File: src/rtl/mips_pkg.sv
// Shared fetch-stage types: FSM state, FIFO entry layout and default depth.
package mips_pkg;

  typedef enum logic [1:0] {
    IDLE    = 2'd0,
    REQ     = 2'd1,
    WAIT    = 2'd2,
    DISCARD = 2'd3
  } fetch_state_e;

  typedef struct packed {
    logic [31:0] pc;
    logic [31:0] instr;
    logic        exc;
  } fetch_entry_t;

  localparam int ENTRY_W              = 65;
  localparam int IFETCH_DEPTH_DEFAULT = 2;

  function automatic logic [31:0] word_align(input logic [31:0] addr);
    return {addr[31:2], 2'b00};
  endfunction

endpackage

File: src/rtl/ifetch_fifo.sv
// Instruction buffer: DEPTH entries (power of two), push/pop/flush, head from registers.
module ifetch_fifo
  import mips_pkg::*;
#(
  parameter int DEPTH = IFETCH_DEPTH_DEFAULT
) (
  input  logic                        clk,
  input  logic                        rst_n,
  input  logic                        flush_i,
  input  logic                        push_i,
  input  logic [ENTRY_W-1:0]          push_data_i,
  input  logic                        pop_i,
  output logic                        head_valid_o,
  output logic [ENTRY_W-1:0]          head_o,
  output logic [$clog2(DEPTH):0]      count_o
);

  localparam int AW = $clog2(DEPTH);
  localparam int CW = AW + 1;

  logic [ENTRY_W-1:0] mem_q [DEPTH];
  logic [ENTRY_W-1:0] mem_d [DEPTH];
  logic [AW-1:0]      rd_ptr_q, rd_ptr_d;
  logic [AW-1:0]      wr_ptr_q, wr_ptr_d;
  logic [CW-1:0]      count_q, count_d;
  logic               pop_ok_s, wr_ok_s;

  // Pointer/count/storage update; flush wins over any same-cycle push or pop.
  always_comb begin
    mem_d    = mem_q;
    rd_ptr_d = rd_ptr_q;
    wr_ptr_d = wr_ptr_q;
    count_d  = count_q;
    pop_ok_s = pop_i & (count_q != {CW{1'b0}});
    // A full FIFO still accepts a push when the head is popped in the same cycle.
    wr_ok_s  = push_i & ((count_q < CW'(DEPTH)) | pop_ok_s);
    if (flush_i) begin
      rd_ptr_d = {AW{1'b0}};
      wr_ptr_d = {AW{1'b0}};
      count_d  = {CW{1'b0}};
    end else begin
      if (wr_ok_s) begin
        mem_d[wr_ptr_q] = push_data_i;
        wr_ptr_d        = wr_ptr_q + {{(AW-1){1'b0}}, 1'b1};
      end else begin
        wr_ptr_d = wr_ptr_q;
      end
      if (pop_ok_s) begin
        rd_ptr_d = rd_ptr_q + {{(AW-1){1'b0}}, 1'b1};
      end else begin
        rd_ptr_d = rd_ptr_q;
      end
      count_d = count_q + {{(CW-1){1'b0}}, wr_ok_s} - {{(CW-1){1'b0}}, pop_ok_s};
    end
  end

  // FIFO state registers.
  always_ff @(posedge clk or negedge rst_n) begin
    if (!rst_n) begin
      for (int i = 0; i < DEPTH; i++) begin
        mem_q[i] <= {ENTRY_W{1'b0}};
      end
      rd_ptr_q <= {AW{1'b0}};
      wr_ptr_q <= {AW{1'b0}};
      count_q  <= {CW{1'b0}};
    end else begin
      mem_q    <= mem_d;
      rd_ptr_q <= rd_ptr_d;
      wr_ptr_q <= wr_ptr_d;
      count_q  <= count_d;
    end
  end

  assign head_valid_o = (count_q != {CW{1'b0}});
  assign head_o       = mem_q[rd_ptr_q];
  assign count_o      = count_q;

endmodule

File: src/rtl/ifetch.sv
// Instruction fetch: req/gnt/rvalid memory handshake, PC back-pressure, flush of stale fetches.
// Optional misaligned-PC trap entries are enabled by defining IFETCH_MISALIGN_TRAP_EN.
module ifetch
  import mips_pkg::*;
#(
  parameter int DEPTH = IFETCH_DEPTH_DEFAULT
) (
  input  logic        clk,
  input  logic        R,
  input  logic [31:0] pc_i,
  output logic        pc_hold_o,
  input  logic        flush_i,
  output logic        imem_req_o,
  output logic [31:0] imem_addr_o,
  input  logic        imem_gnt_i,
  input  logic        imem_rvalid_i,
  input  logic [31:0] imem_rdata_i,
  output logic        if_valid_o,
  output logic [31:0] if_instr_o,
  output logic [31:0] if_pc_o,
  output logic        if_exc_o,
  input  logic        if_ready_i
);

  localparam int CW = $clog2(DEPTH) + 1;

  fetch_state_e       state_q, state_d;
  logic [31:0]        req_pc_q, req_pc_d;
  logic [CW-1:0]      count_s;
  logic               has_room_s, misalign_s, granted_s, trap_push_s, push_s, pop_s;
  logic               head_valid_s;
  logic [ENTRY_W-1:0] head_raw_s;
  fetch_entry_t       push_entry_s, head_s;

`ifdef IFETCH_MISALIGN_TRAP_EN
  assign misalign_s = (pc_i[1:0] != 2'b00);
`else
  assign misalign_s = 1'b0;
`endif

  assign has_room_s = (count_s < CW'(DEPTH));

  // State and request-PC registers.
  always_ff @(posedge clk or negedge R) begin
    if (!R) begin
      state_q  <= IDLE;
      req_pc_q <= 32'h0000_0000;
    end else begin
      state_q  <= state_d;
      req_pc_q <= req_pc_d;
    end
  end

  // Next-state logic; flush redirects any accepted or pending fetch into DISCARD.
  always_comb begin
    state_d  = state_q;
    req_pc_d = req_pc_q;
    case (state_q)
      IDLE: state_d = REQ;
      REQ: begin
        if (granted_s) begin
          req_pc_d = pc_i;
          state_d  = flush_i ? DISCARD : WAIT;
        end else begin
          state_d = REQ;
        end
      end
      WAIT: begin
        if (imem_rvalid_i) begin
          state_d = REQ;
        end else if (flush_i) begin
          state_d = DISCARD;
        end else begin
          state_d = WAIT;
        end
      end
      DISCARD: begin
        if (imem_rvalid_i) begin
          state_d = REQ;
        end else begin
          state_d = DISCARD;
        end
      end
      default: state_d = IDLE;
    endcase
  end

  // Handshake outputs and FIFO push selection.
  always_comb begin
    imem_req_o  = 1'b0;
    trap_push_s = 1'b0;
    if (state_q == REQ) begin
      imem_req_o  = has_room_s & ~misalign_s;
      trap_push_s = has_room_s & misalign_s;
    end else begin
      imem_req_o  = 1'b0;
      trap_push_s = 1'b0;
    end
    granted_s   = imem_req_o & imem_gnt_i;
    pc_hold_o   = ~(granted_s | trap_push_s);
    imem_addr_o = word_align(pc_i);
    push_s      = trap_push_s | ((state_q == WAIT) & imem_rvalid_i & ~flush_i);
    if (trap_push_s) begin
      push_entry_s = '{pc: pc_i, instr: 32'h0000_0000, exc: 1'b1};
    end else begin
      push_entry_s = '{pc: req_pc_q, instr: imem_rdata_i, exc: 1'b0};
    end
  end

  assign pop_s = head_valid_s & if_ready_i;

  ifetch_fifo #(
    .DEPTH (DEPTH)
  ) u_fifo (
    .clk          (clk),
    .rst_n        (R),
    .flush_i      (flush_i),
    .push_i       (push_s),
    .push_data_i  (push_entry_s),
    .pop_i        (pop_s),
    .head_valid_o (head_valid_s),
    .head_o       (head_raw_s),
    .count_o      (count_s)
  );

  assign head_s     = fetch_entry_t'(head_raw_s);
  assign if_valid_o = head_valid_s;
  assign if_instr_o = head_s.instr;
  assign if_pc_o    = head_s.pc;
  assign if_exc_o   = head_s.exc;

endmodule

File: config.mk
export PLATFORM = sky130hd
export DESIGN_NAME = ifetch
export DESIGN_NICKNAME = d
export VERILOG_FILES = /design/src/rtl/mips_pkg.sv /design/src/rtl/ifetch_fifo.sv /design/src/rtl/ifetch.sv
export SDC_FILE = /design/constraint.sdc
export NUM_CORES = 1
export LEC_CHECK = 0
export CAP_MARGIN = 20
export CORE_ASPECT_RATIO = 1.25
export CORE_MARGIN = 2
export CORE_UTILIZATION = 55
export DETAILED_ROUTE_END_ITERATION = 10
export PLACE_DENSITY = 0.82
export SETUP_SLACK_MARGIN = 0.02
export SLEW_MARGIN = 5
export SYNTH_ARGS = -nofsm -noshare
export SYNTH_HDL_FRONTEND = slang
export SYNTH_SLANG_ARGS = --single-unit
File: constraint.sdc
create_clock -name clk -period 5.04 [get_ports clk]
set_clock_uncertainty 0.1 [all_clocks]
set_input_delay 1.008 -clock clk [delete_from_list [all_inputs] [get_ports clk]]
set_output_delay 1.008 -clock clk [all_outputs]
set_load 0.01 [all_outputs]
==> results of run 1 <==
-- layout by cell type, fill, tap and decap left out, types with 2 or more instances in the layout --
master,instances
xnor2_1,2
clkinv_2,5
bufinv_16,4
nand2b_1,2
clkbuf_1,2
ha_1,2
mux2_2,164
conb_1,3
dfrtp_1,165
buf_4,6
mux2_4,60
clkdlybuf4s50_1,165
inv_1,3
nor2_1,4
clkbuf_16,17
o21bai_1,2
clkbuf_8,2
-- final timing paths --
kind | end | slack [ps] | depth (start not counted)
min reg2reg | u_fifo.mem_q[86] | 400 | 1
max in group asynchronous | u_fifo.mem_q[12] | 3200 | 2
min in group asynchronous | u_fifo.mem_q[30] | 590 | 1
min | u_fifo.mem_q[86] | 400 | 1
max | if_pc_o[31] | 1250 | 3
max reg2reg | u_fifo.mem_q[76] | 2790 | 4
-- power groups by stage --
| stage | registers [mW] | logic, mW | clock network, mW |
|---|---|---|---|
| 2_1_floorplan | 1.90 | 1.07 | 0 |
| 3_3_place_gp | 1.98 | 1.79 | 0 |
| 3_5_place_dp | 2.03 | 1.82 | 0 |
| 4_1_cts | 2.01 | 1.84 | 1.38 |
| 5_1_grt | 2.07 | 1.94 | 1.45 |
| 6_report | 2.01 | 1.81 | 1.35 |
-- synthesized netlist by cell type --
| master | n |
|---|---|
| nor2_1 | 4 |
| xnor2_1 | 2 |
| nand2b_1 | 2 |
| inv_1 | 3 |
| ha_1 | 2 |
| nor3b_1 | 1 |
| or3b_1 | 1 |
| dfrtp_1 | 166 |
| buf_6 | 1 |
| xor2_1 | 1 |
| buf_12 | 6 |
| nor2b_1 | 1 |
| nand2_1 | 1 |
| clkbuf_1 | 7 |
| nor3_1 | 1 |
| and2b_1 | 1 |
| or2_2 | 1 |
| conb_1 | 1 |
| o21a_1 | 1 |
| buf_2 | 6 |
| nand4bb_4 | 1 |
| mux2_2 | 164 |
| and2_1 | 1 |
| mux2_4 | 60 |
| o21bai_1 | 2 |
| buf_4 | 38 |
-- through the flow --
stage | cells | utilization [%]
2_1_floorplan | 477 | -
3_3_place_gp | 763 | 67.8
3_5_place_dp | 763 | 67.8
4_1_cts | 794 | 72.4
5_1_grt | 794 | 72.4
6_report | 794 | 72.4
-- critical path, cell delays in order, from the launching register on --
cell	delay, ps
dfrtp_2	900
buf_4	420
mux2_2	400
clkdlybuf4s50_1	490
-- cell type report --
type / instances / area, um^2 / share of cell area (%)
sequential: 166 / 4160 / 43.0
multi-input combinational: 250 / 2950 / 30.5
timing repair buffer: 173 / 1730 / 17.9
clock buffer: 21 / 460 / 4.76
tap: 171 / 214 / 2.21
clock inverter: 10 / 153 / 1.58
inverter: 3 / 11.3 / 0.116
-- cell families (layout without fill, tap and decap cells) --
group	count (synthesis)	after routing	share of synthesized area (%)
mux	224	224	36.3
flops	166	166	54.9
buf+inv	61	207	6.40
simple gates	15	15	1.41
compound gates	3	3	0.297
xor+xnor	3	3	0.347
fa+ha+maj	2	2	0.331
other cells	1	3	0.0495
-- per-layer routing --
layer	wire length [um]	vias up	share of wire (%)	track usage (%)
li1	-	1907	-	-
met3	894	23	5.9	6.11
met1	6310	2182	41	26.8
met5	0	-	0	0
met2	7760	122	51	36.6
met4	283	0	1.9	8.12
-- sequential cells by signal (all words and copies together) (netlist names) --
| signal | cells |
|---|---|
| u_fifo.count_o | 2 |
| req_pc_q | 32 |
| u_fifo.wr_ptr_q | 1 |
| u_fifo.rd_ptr_q | 1 |
| u_fifo.mem_q | 128 |
| state_q | 2 |
==> results.sh, run 1 <==
export IMPL_area_growth_syn_to_layout_pct=27.7
export IMPL_ys_warnings_count=0
export IMPL_worstPathArrival_ps=2680
export IMPL_root_buffer="clkbuf_16"
export IMPL_syn_cell_area_mm2=0.00757
export IMPL_overflow=0
export IMPL_cts_setup_buffers=0
export IMPL_cp_max_fo=31
export IMPL_cts_hold_buffers=0
export IMPL_post_cts_resized=0
export IMPL_power_frac_seq_pct=38.9
export IMPL_finalCriticalPeriod_ps=3790
export IMPL_wl_um=15200
export IMPL_core_area_mm2=0.0133
export IMPL_synth_area_leaders="dfrtp_1 55%, mux2_2 24%, mux2_4 12%, buf_4 3.8%, buf_12 1.6%"
export IMPL_worstSetupStartpoint="u_fifo.rd_ptr_q"
export IMPL_status="completed"
export IMPL_total_power_mw=5.18
export IMPL_power_frac_clock_pct=26.1
export IMPL_synth_distinct_cells=26
export IMPL_grtUsageTotal_pct=21.8
export IMPL_p_leak_nw=4.56
export IMPL_ys_seq_area_share_pct=54.9
export IMPL_grt_max_degree=104
export IMPL_nNetsFinal=683
export IMPL_end_kind="output port"
export IMPL_slew_viol_final=0
export IMPL_htreeDepth=4
export IMPL_initial_core_util_pct=56.7
export IMPL_worst_pin_slew_ps=922
export IMPL_max_freq_ghz=0.264
export IMPL_clkTransAtPathRegs_ps=60
export IMPL_postSynthAreaPerCell_um2=15.9
export IMPL_synth_top_area_share_pct=54.9
export IMPL_setup_viol=0
export IMPL_clock_sinks=166
export IMPL_die_h_um=135
export IMPL_vias=4234
export IMPL_grt_pass1_vias=4732
export IMPL_first_iter_violations=142
export IMPL_relSlewSlack_pct=38.5
export IMPL_fillCellCount=888
export IMPL_io_pins=170
export IMPL_peakVddDrop_v=0.000404
export IMPL_portBuffers=166
export IMPL_regToRegStartpoint="state_q[0]"
export IMPL_die_area_mm2=0.0147
export IMPL_antenna_found_initial=1
export IMPL_dp_slack_ps=1680
export IMPL_yosysTopAreaCell="dfrtp_1"
export IMPL_drive_gt1_share_pct=42.9
export IMPL_num_rows=47
export IMPL_rsz0062_at_grt="false"
export IMPL_hold_start="u_fifo.mem_q[86]"
export IMPL_antenna_cells=0
export IMPL_numCtsBuffers=17
export IMPL_finalHoldViolations=0
export IMPL_cts_tree="built"
export IMPL_stdcell_area_mm2=0.00967
export IMPL_ys_ff_latch=166
export IMPL_clk_latency_ps=420
export IMPL_place_area_mm2=0.00906
export IMPL_crit_path_start_kind="flop"
export IMPL_pwr_share_comb_pct=35.0
export IMPL_syn_inst=475
export IMPL_crit_required_ps=3930
export IMPL_drtPass1Iterations=4
export IMPL_powerDensity_mw_per_mm2=536
export IMPL_finalWorstSetupSlack_ps=1250
export IMPL_gp_congestion=0.716
export IMPL_cts_buffer_depth=2
export IMPL_cap_viol_max_count=0
export IMPL_swShare_pct=27.8
export IMPL_ant_nets=0
export IMPL_crit_type="flop to output port"
export IMPL_dpl_hpwl_um=9810
export IMPL_timing_final_crit_share_pct=75.2
export IMPL_drt_vias_per_instance=5.33
export IMPL_p_int_mw=3.74
export IMPL_grt_pass1_wl_um=24200
export IMPL_die_width_um=109
export IMPL_switching_power_mw=1.44
export IMPL_drc_errors=0
export IMPL_final_setup_tns_ps=0
export IMPL_whs_ps=400
export IMPL_hp_class="flop to flop"
export IMPL_wl_per_cell_um=19.2
Note: power is estimated with default switching activity, not from simulation.
==> run 2: changes to the inputs <==
--- a/config.mk
+++ b/config.mk
@@ -8,9 +8,9 @@
 export CAP_MARGIN = 20
 export CORE_ASPECT_RATIO = 1.25
 export CORE_MARGIN = 2
-export CORE_UTILIZATION = 55
+export CORE_UTILIZATION = 46
 export DETAILED_ROUTE_END_ITERATION = 10
-export PLACE_DENSITY = 0.82
+export PLACE_DENSITY = 0.73
 export SETUP_SLACK_MARGIN = 0.02
 export SLEW_MARGIN = 5
 export SYNTH_ARGS = -nofsm -noshare
==> constraint.sdc (replaced) <==
create_clock -name clk -period 3.2 [get_ports clk]
set_clock_uncertainty 0.1 [all_clocks]
set_input_delay 0.64 -clock clk [delete_from_list [all_inputs] [get_ports clk]]
set_output_delay 0.64 -clock clk [all_outputs]
set_load 0.01 [all_outputs]
==> run 2 against run 1 <==
Sequential cell count is the same; cell area rose by 1.7%; wire length is 3.2% lower; cell count increased by 6.0%; via count is 0.52% lower; die area grew 19%; worst hold slack worse by 270 ps; register-to-register slack worse by 1600 ps.
==> results.sh, run 2 (synthesis results as in run 1) <==
export IMPL_die_h_um=147
export IMPL_dpl_hpwl_um=9390
export IMPL_antenna_cells=0
export IMPL_cpPeakStageDelay_ps=600
export IMPL_timing_final_crit_share_pct=90.9
export IMPL_finalWorstSetupSlack_ps=291
export IMPL_reg_top3="u_fifo.mem_q: 128 flops, req_pc_q: 32 flops"
export IMPL_r2r_cells=4
export IMPL_final_setup_tns_ps=0
export IMPL_portBuffers=166
export IMPL_first_iter_violations=117
export IMPL_ant_nets=0
export IMPL_gp_congestion=0.777
export IMPL_clock_sinks=166
export IMPL_antenna_found_initial=0
export IMPL_initial_core_util_pct=46.9
export IMPL_wl_um=14800
export IMPL_nNetsFinal=685
export IMPL_io_pins=170
export IMPL_worst_pin_slew_ps=716
export IMPL_reg2reg_to="u_fifo.mem_q[44]"
export IMPL_crit_required_ps=2460
export IMPL_end_kind="output port"
export IMPL_clk_latency_ps=420
export IMPL_drtPass1Iterations=4
export IMPL_crit_buf_inv=2
export IMPL_slew_viol_final=0
export IMPL_regToRegStartpoint="u_fifo.count_o[1]"
export IMPL_root_buffer="clkbuf_16"
export IMPL_relSlewSlack_pct=52.2
export IMPL_numCtsBuffers=17
export IMPL_max_freq_ghz=0.344
export IMPL_rrSetupSlack_ps=1240
export IMPL_htreeDepth=4
export IMPL_cts_buffer_depth=2
export IMPL_wl_per_cell_um=17.5
export IMPL_grt_max_degree=76
export IMPL_setup_viol=0
export IMPL_num_rows=52
export IMPL_rsz0062_at_grt="false"
export IMPL_die_width_um=119
export IMPL_post_cts_resized=0
export IMPL_die_area_mm2=0.0175
export IMPL_hp_class="input pin to async pin"
export IMPL_critPathSlowestCell="dfrtp_2"
export IMPL_crit_path_cell_trace="buf_12, mux2_2, clkdlybuf4s50_1"
export IMPL_worstPathArrival_ps=2170
export IMPL_finalHoldViolations=0
export IMPL_area_growth_syn_to_layout_pct=29.9
export IMPL_dp_slack_ps=541
export IMPL_cap_viol_max_count=0
export IMPL_powerDensity_mw_per_mm2=842
export IMPL_drt_vias_per_instance=5.00
export IMPL_path_delay_family="buffers and inverters"
export IMPL_vias=4212
export IMPL_cts_hold_buffers=0
export IMPL_crit_path_start_kind="flop"
export IMPL_clkTransAtPathRegs_ps=60
export IMPL_cp_max_fo=26
export IMPL_cts_setup_buffers=0
export IMPL_drive_gt1_share_pct=43.5
export IMPL_peakVddDrop_v=0.000481
export IMPL_status="completed"
export IMPL_drc_errors=0
export IMPL_grtUsageTotal_pct=17.3
export IMPL_p_leak_nw=4.60
export IMPL_finalCriticalPeriod_ps=2910
export IMPL_crit_type="flop to output port"
export IMPL_core_area_mm2=0.0161
export IMPL_cts_tree="built"
export IMPL_final_cell_mix="165 x clkdlybuf4s50_1, 165 x dfrtp_1, 164 x mux2_2, 60 x mux2_4, 17 x clkbuf_16"
export IMPL_grt_pass1_wl_um=23900
export IMPL_largest_reg_flops=128
export IMPL_overflow=0
export IMPL_grt_pass1_vias=4659
export IMPL_largest_register="u_fifo.mem_q"
-- run 2: cell count changes in the layout (fill, tap and decap cells not counted), sizes merged --
cell / delta
buf: +2
clkinvlp: +1
clkinv: -3
clkbuf: -3
inv: +5
bufinv: +1
-- run 2: how the worst max path moves through the flow --
| stage | from | endpoint | depth (start not counted) |
|---|---|---|---|
| 5_1_grt | u_fifo.rd_ptr_q | if_pc_o[31] | 3 |
| 3_5_place_dp | flush_i | u_fifo.mem_q[10] | 5 |
| 3_3_place_gp | flush_i | u_fifo.mem_q[10] | 5 |
| 2_1_floorplan | state_q[1] | pc_hold_o | 5 |
| 6_report | u_fifo.rd_ptr_q | if_instr_o[3] | 3 |
| 4_1_cts | u_fifo.rd_ptr_q | if_pc_o[31] | 3 |
-- run 2: metal layers --
metal / global-route usage, % / up-vias / part of all wire [%]
met5: 0 / - / 0
met4: 5.89 / 0 / 1.3
met3: 4.86 / 14 / 4.6
met2: 29.2 / 112 / 50
met1: 21.5 / 2172 / 44
li1: - / 1914 / -
-- run 2: per-stage QoR --
step / cells / area [um^2] / power (mW) / util, % / hold WS [ps]
4_1_cts: 842 / 9840 / 8.38 / 61.0 / 161
2_1_floorplan: 477 / 7580 / 4.68 / - / 244
3_5_place_dp: 810 / 9180 / 6.08 / 56.9 / 389
6_report: 842 / 9840 / 8.28 / 61.0 / 126
3_3_place_gp: 810 / 9180 / 5.98 / 56.9 / 382
5_1_grt: 842 / 9840 / 8.70 / 61.0 / 196
-- run 2: worst register-to-register path, cell delays in order, from the launching register on --
cell and delay [ps]:
dfrtp_1 420, nor2b_1 290, or3b_4 200, buf_12 410, mux2_2 420
-- run 2: area by class of cell --
cell class                 instances  area [um^2]
sequential                       166         4160
multi-input combinational        250         2950
clock buffer                      18          439
tap                              216          270
timing repair buffer             175         1790
inverter                           3         11.3
clock inverter                    14          219
fill                            1267         6300
-- run 2: where the power goes --
part | leakage [nW] | switching, mW | total, mW | internal (mW)
clock | 0.318 | 0.843 | 2.26 | 1.42
combinational | 2.11 | 1.05 | 2.91 | 1.86
sequential | 2.17 | 0.393 | 3.11 | 2.72
==> run 3: changes to the inputs <==
--- a/config.mk
+++ b/config.mk
@@ -5,7 +5,7 @@
 export SDC_FILE = /design/constraint.sdc
 export NUM_CORES = 1
 export LEC_CHECK = 0
-export CAP_MARGIN = 20
+export CAP_MARGIN = 10
 export CORE_ASPECT_RATIO = 1.25
 export CORE_MARGIN = 2
 export CORE_UTILIZATION = 46
==> results of run 3 <==
Same layout as run 2: the final DEF is identical, and so are final timing and power.
